File: config.mk
export PLATFORM = sky130hd
export DESIGN_NAME = tdm_demux4
export DESIGN_NICKNAME = d
export VERILOG_FILES = /design/src/rtl/tdm_pkg.sv /design/src/rtl/tdm_slot_counter.sv /design/src/rtl/tdm_demux4.sv
export SDC_FILE = /design/constraint.sdc
export NUM_CORES = 1
export LEC_CHECK = 0
export CAP_MARGIN = 20
export CORE_AREA = 2 2 39 41
export DETAILED_ROUTE_END_ITERATION = 12
export DIE_AREA = 0 0 41 43
export GPL_TIMING_DRIVEN = 0
export SYNTH_ARGS = -nofsm -noshare
export SYNTH_HDL_FRONTEND = slang
export SYNTH_SLANG_ARGS = --single-unit
File: constraint.sdc
create_clock -name clk -period 2 [get_ports clk]
set_input_delay 0.5 -clock clk [delete_from_list [all_inputs] [get_ports clk]]
set_output_delay 0.5 -clock clk [all_outputs]
set_load 0.05 [all_outputs]
File: src/rtl/tdm_pkg.sv
// Shared constants for the tdm_demux4 receive path: FSM encodings, slot bounds
// and channel count.
package tdm_pkg;

    typedef enum logic {
        ST_HUNT   = 1'b0,
        ST_LOCKED = 1'b1
    } tdm_state_e;

    localparam logic [1:0] SLOT_FIRST   = 2'd0;
    localparam logic [1:0] SLOT_LAST    = 2'd3;
    localparam int         TDM_CHANNELS = 4;

endpackage

File: src/rtl/tdm_slot_counter.sv
// Mod-4 slot counter: clear beats load-to-1, which beats increment.
// The terminal-count flag marks the last slot of a frame.
module tdm_slot_counter
    import tdm_pkg::*;
(
    input  logic       clk,
    input  logic       rst,
    input  logic       clr_i,
    input  logic       load1_i,
    input  logic       en_i,
    output logic [1:0] cnt_o,
    output logic       tc_o
);

    logic [1:0] cnt_q;

    always_ff @(posedge clk) begin
        if (rst || clr_i) begin
            cnt_q <= SLOT_FIRST;
        end else if (load1_i) begin
            cnt_q <= 2'd1;
        end else if (en_i) begin
            cnt_q <= cnt_q + 2'd1;
        end
    end

    assign cnt_o = cnt_q;
    assign tc_o  = (cnt_q == SLOT_LAST);

endmodule

File: src/rtl/tdm_demux4.sv
// Four-channel TDM demultiplexer locked to a frame-sync marker.
// Optional framing checks enabled by defining TDM_DEMUX4_SYNC_CHECK_EN.
module tdm_demux4
    import tdm_pkg::*;
#(
    parameter int WIDTH = 1
) (
    input  logic             clk,
    input  logic             rst,
    input  logic [WIDTH-1:0] din,
    input  logic             din_valid,
    input  logic             frame_sync,
    output logic [WIDTH-1:0] out0,
    output logic [WIDTH-1:0] out1,
    output logic [WIDTH-1:0] out2,
    output logic [WIDTH-1:0] out3,
    output logic             frame_valid,
    output logic [1:0]       slot,
    output logic             locked,
    output logic             sync_err
);

    tdm_state_e       state_q;
    logic [WIDTH-1:0] shadow_q [TDM_CHANNELS];
    logic [WIDTH-1:0] out_q    [TDM_CHANNELS];
    logic             frame_valid_q;
    logic             sync_err_q;

    logic [1:0] slot_cnt;
    logic       slot_tc;
    logic       hunt_sync_d;
    logic       in_lock_d;
    logic       mid_sync_d;
    logic       miss_sync_d;
    logic       normal_d;
    logic       frame_done_d;

    always_comb begin
        hunt_sync_d = din_valid && (state_q == ST_HUNT) && frame_sync;
        in_lock_d   = din_valid && (state_q == ST_LOCKED);
`ifdef TDM_DEMUX4_SYNC_CHECK_EN
        mid_sync_d  = in_lock_d && frame_sync && (slot_cnt != SLOT_FIRST);
        miss_sync_d = in_lock_d && !frame_sync && (slot_cnt == SLOT_FIRST);
`else
        // Without checking, LOCKED free-runs on the slot counter alone.
        mid_sync_d  = 1'b0;
        miss_sync_d = 1'b0;
`endif
        normal_d     = in_lock_d && !mid_sync_d && !miss_sync_d;
        frame_done_d = normal_d && slot_tc;
    end

    tdm_slot_counter u_slot_counter (
        .clk     (clk),
        .rst     (rst),
        .clr_i   (miss_sync_d),
        .load1_i (hunt_sync_d || mid_sync_d),
        .en_i    (normal_d),
        .cnt_o   (slot_cnt),
        .tc_o    (slot_tc)
    );

    always_ff @(posedge clk) begin
        if (rst) begin
            state_q       <= ST_HUNT;
            frame_valid_q <= 1'b0;
            sync_err_q    <= 1'b0;
            for (int i = 0; i < TDM_CHANNELS; i++) begin
                shadow_q[i] <= '0;
                out_q[i]    <= '0;
            end
        end else begin
            frame_valid_q <= frame_done_d;
            sync_err_q    <= mid_sync_d || miss_sync_d;
            if (hunt_sync_d) begin
                state_q     <= ST_LOCKED;
                shadow_q[0] <= din;
            end
            // A resync restarts the frame; earlier shadows are simply overwritten.
            if (mid_sync_d) begin
                shadow_q[0] <= din;
            end
            if (miss_sync_d) begin
                state_q <= ST_HUNT;
            end
            if (normal_d) begin
                shadow_q[slot_cnt] <= din;
            end
            // The last sample bypasses its shadow so the frame lands on this edge.
            if (frame_done_d) begin
                out_q[0] <= shadow_q[0];
                out_q[1] <= shadow_q[1];
                out_q[2] <= shadow_q[2];
                out_q[3] <= din;
            end
        end
    end

    assign out0        = out_q[0];
    assign out1        = out_q[1];
    assign out2        = out_q[2];
    assign out3        = out_q[3];
    assign frame_valid = frame_valid_q;
    assign slot        = slot_cnt;
    assign locked      = (state_q == ST_LOCKED);
    assign sync_err    = sync_err_q;

endmodule

---- Yosys cells after proc, flatten, opt, wreduce, memory -nomap -nowiden ----
Memories as Yosys holds them, arrays and structs flattened.
Index checks and enable logic that the tools add are counted.
storage, ports and cells
  flip-flop bits (word level) ............. 4
  bits in latches ......................... 0
  RAM bits ................................ 8
  ROM bits ................................ 0
  output and inout bits ................... 9
  logic and storage cells ................. 42
  memories kept ........................... 2
operators by class
  add/subtract/negate cells ............... 1
  multiply operators ...................... 0
  divide/modulo/power cells ............... 0
  order comparisons ....................... 0
  equality and inequality tests ........... 1
  shift-type cells ........................ 0
  multiplexer cells ....................... 21
  bitwise gates (word level) .............. 6
  reductions and logical operators ........ 7
memories
  memory    words  bits a word  read ports  clocked after memory_dff  wr ports  RTL line          RTL
  out_q     4      1            4           0                         4         tdm_demux4.sv:25  logic [WIDTH-1:0] out_q [TDM_CHANNELS];
  shadow_q  4      1            3           0                         4         tdm_demux4.sv:24  logic [WIDTH-1:0] shadow_q [TDM_CHANNELS];
operators by type and width
  operator             count
  $mux 1               20
  $or 1x1->1           5
  $logic_and 1x1->1    4
  $add 2x1->2 const B  1
  $eq 2x2->1 const B   1
  $mux 2               1
  $reduce_bool 2->1    1
  $reduce_or 2->1      1
  $not 1->1            1
  $reduce_or 1->1      1

---- Depth between registers and ports, before layout ----
  depth in word-level cells ............... 8
  depth in mapped cells ................... 3
  depth with buffers taken out ............ 3

---- By module ----
A second synthesis with hierarchy kept.
second synthesis, totals
  cells, all modules ...................... 41
  area total of the unflattened synthesis .. 493.0 um^2
by module, submodules not included
  module            times used  cells each  area an instance (um^2)
  tdm_demux4        1           33          397.9
  tdm_slot_counter  1           8           95.1

---- Worst setup path before layout ----
Ideal clock, no wire load.
  kind .................................... reg2reg
  start point ............................. register u_slot_counter.cnt_q[1] (netlist: u_slot_counter.cnt_o[1])
  end point ............................... memory out_q[0] (enable)
  data arrival time ....................... 1.147 ns
  data required time ...................... 1.693 ns
  slack ................................... 0.546 ns
  cell stages (with the launch flop) ...... 4
  path buffers ............................ 0
  path through ............................ dfxtp_1 -> ha_1 -> nand3_1 -> nand2_1
RTL lines
  what                      RTL line                RTL
  start: declaration        tdm_slot_counter.sv:15  logic [1:0] cnt_q;
  start signal: assignment  tdm_slot_counter.sv:23  cnt_q <= cnt_q + 2'd1;
  end: declaration          tdm_demux4.sv:25

---- Worst setup path in the final report ----
  start point ............................. register state_q (netlist: locked)
  end point ............................... output port locked
RTL lines
  what                      RTL line          RTL
  start: declaration        tdm_demux4.sv:23  tdm_state_e state_q;
  start signal: assignment  tdm_demux4.sv:65  state_q <= ST_HUNT;
  start signal: assignment  tdm_demux4.sv:76  state_q <= ST_LOCKED;
  start signal: assignment  tdm_demux4.sv:84  state_q <= ST_HUNT;
  end: declaration          tdm_demux4.sv:19  output logic locked,
No word-level cell between the ends.

==> key figures <==
Clock tree
  • Post-CTS Resized: 2
  • Clock latency on the worst-skew pair: 0.26 ns
  • CTS tree: built
  • Clock buffer depth: 2
  • Clock Sink Count: 11
  • H-tree levels: 1
  • Post-CTS Repair Setup Buffers: 0
  • Number of buffers created by CTS: 3
  • Worst-path clk slew: 0.06 ns
  • Clock root buffer: clkbuf_4
  • CTS Hold Bufs: 0

Route
  • Via density: 4.84
  • Initial DRC Count: 4
  • Post-route ant nets: 0
  • DRC Markers: 0
  • Drt wl/cell: 9.95 um
  • DR vias: 353
  • Routed Wire Length: 726 um
  • Drt pass-1 iters: 4

Worst setup path
  • Worst r2r dst: out_q[3]
  • WP buf/inv: 1
  • Worst flop-to-flop path startpoint: u_slot_counter.cnt_o[1]
  • Worst Path Required: ~1.5 ns
  • Crit path max fanout: 2
  • R2R setup slack: 0.82 ns
  • Arr. time, crit path: ~1.4 ns
  • Crit. End Element: output pin
  • CP Capture Point: locked
  • Critical Path Stages: 1
  • Slowest library cell on the worst path: clkdlybuf4s50_1
  • Slowest stage delay, CP: 0.80 ns
  • Critical path class: flip-flop to output pin
  • Kind of cell adding the most delay to the critical path: buffers and inverters
  • Worst setup SP type: flip-flop
  • Crit path launch: locked
  • R2R cell count: 3
  • CP Cell Sequence: clkdlybuf4s50_1

Timing
  • Post-route setup slack: 0.0911 ns
  • Sum Neg Setup Slack: 0 ns
  • Final Max Tran Viols: 0
  • Clock Skew: 0.00131 ns
  • Final hold vios: 0
  • Unrepaired setup endpoints after global routing: no
  • Final worst path period share: ~95%
  • Fmax: 0.524 GHz
  • Setup violators final: 0
  • Hold WS: 0.520 ns
  • Tmin final: 1.91 ns

Power
  • Leakage power: between 0.2 and 0.3 nW
  • Cell Pwr Density: 729 mW/mm^2
  • Peak VDD IR: between 0.4 and 0.5 mV
  • Tot Pwr: 0.000474 W

Yosys
  • Mapped Nets: 48
  • Synth Cell Area: 497 um^2
  • Yosys reg bits: 11
  • Synth Warn #: 0
  • Mapped Cells: 42
  • Sequential share of the synthesized area: 58.4%
  • Count of cell types in the netlist: 22
  • Post-Syn Area per Cell: ~12 um^2

Finish
  • Share of cells above drive strength 1: 12.3%
  • N_diodes: 0
  • Commonest non-fill, non-tap cell in the layout: clkdlybuf4s50_1
  • Post-layout nets: 64
  • Commonest cells after routing, fill and taps aside: clkdlybuf4s50_1, edfxtp_1, and2_1, dfxtp_1
  • Synth-to-Final Area Change: 31.0%
  • Fillers: between 100 and 150

Floorplanning
  • Die Wd: roughly 41 um
  • Core area: 0.00138 mm^2
  • Die area: 0.00176 mm^2
  • Rows: 14
  • Ports: 14
  • Die Y: around 43 um
  • Starting Density: 35.9%

Place
  • Port bufs: 11
  • Final GP Congestion: ~0.7
  • Dpl ws: 0.241 ns
  • DP HPWL: around 540 um

Global route
  • Largest net degree at the start of global routing: 10
  • Gr usage total: 10.3%
  • GRT overflow: 0
  • Vias in the first global route: 310
  • First-pass GRT wire length: 1210 um
  • Initial antenna violation count: 0

Run status
  • Status: completed

Job
  • Total of max-cap violations: 0

Hold path
  • Hold WC Path Type: flip-flop to flip-flop
[worst min-delay path by stage]
| stage | cells past startpoint | start | to |
|---|---|---|---|
| 2_1_floorplan | 1 | shadow_q[0] | out_q[0] |
| 3_3_place_gp | 1 | shadow_q[2] | out_q[2] |
| 3_5_place_dp | 1 | shadow_q[0] | out_q[0] |
| 4_1_cts | 1 | shadow_q[0] | out_q[0] |
| 5_1_grt | 1 | shadow_q[1] | out_q[1] |
| 6_report | 1 | shadow_q[0] | out_q[0] |
[state kept, by name (all words and copies together), names as in the netlist]
signal / cells
out_q: 4
shadow_q: 3
u_slot_counter.cnt_o: 2
frame_valid: 1
locked: 1
[area by class of cell]
class	instances	area, um^2	share of cell area [%]
inverter	1	3.75	0.577
clock buffer	4	26.3	4.04
tap	16	20.0	3.08
timing repair buffer	11	108	16.5
multi-input combinational	27	176	27.1
sequential	11	290	44.6
buffer	3	26.3	4.04
[power by group]
part / internal [W] / total, W / leakage (nW) / switching (W)
sequential: 0.000250 / 0.000255 / 0.105 / 0.00000485
clock: 0.0000771 / 0.000147 / 0.0150 / 0.0000700
combinational: 0.0000274 / 0.0000720 / 0.142 / 0.0000446
total: 0.000355 / 0.000474 / 0.263 / 0.000119
[through the flow]
| step | util, % | std cells | instance area (um^2) |
|---|---|---|---|
| global placement | 45.3 | 69 | 627 |
| global route | 47.0 | 73 | 651 |
| floorplan | - | 42 | 497 |
| detailed placement | 45.3 | 69 | 627 |
| finish | 47.0 | 73 | 651 |
| CTS | 47.0 | 73 | 651 |
[synthesized netlist by cell type, drive strengths merged]
library cell,n,area [um^2]
edfxtp,7,210
and4b,1,13.8
o21ai,2,10.0
inv,1,3.75
nand4bb,1,11.3
and2,4,25.0
nand2,2,7.51
o21a,1,7.51
o211a,1,10.0
nand3b,1,7.51
nor3,1,5.00
dfxtp,4,80.1
nand4b,2,17.5
ha,1,12.5
conb,1,3.75
buf,3,26.3
nand2b,2,12.5
nand3,3,15.0
nor2,2,7.51
a21oi,2,10.0
[metal layers]
metal	vias up	track usage [%]	wire length, um
met5	-	0	0
met4	0	6.00	15
met3	2	3.14	66
met2	18	15.6	331
met1	153	12.3	312
li1	180	-	-
[logic make-up (layout without fill, tap and decap cells)]
group,after synthesis,after routing,share of synthesized area [%]
and+or+nand+nor,19,19,24.7
DFF,11,11,58.4
AOI/OAI and AO/OA,6,6,7.56
buffers and inverters,4,19,6.04
adders and majority gates,1,1,2.52
other,1,1,0.755
(Power assumes the default switching activity.)
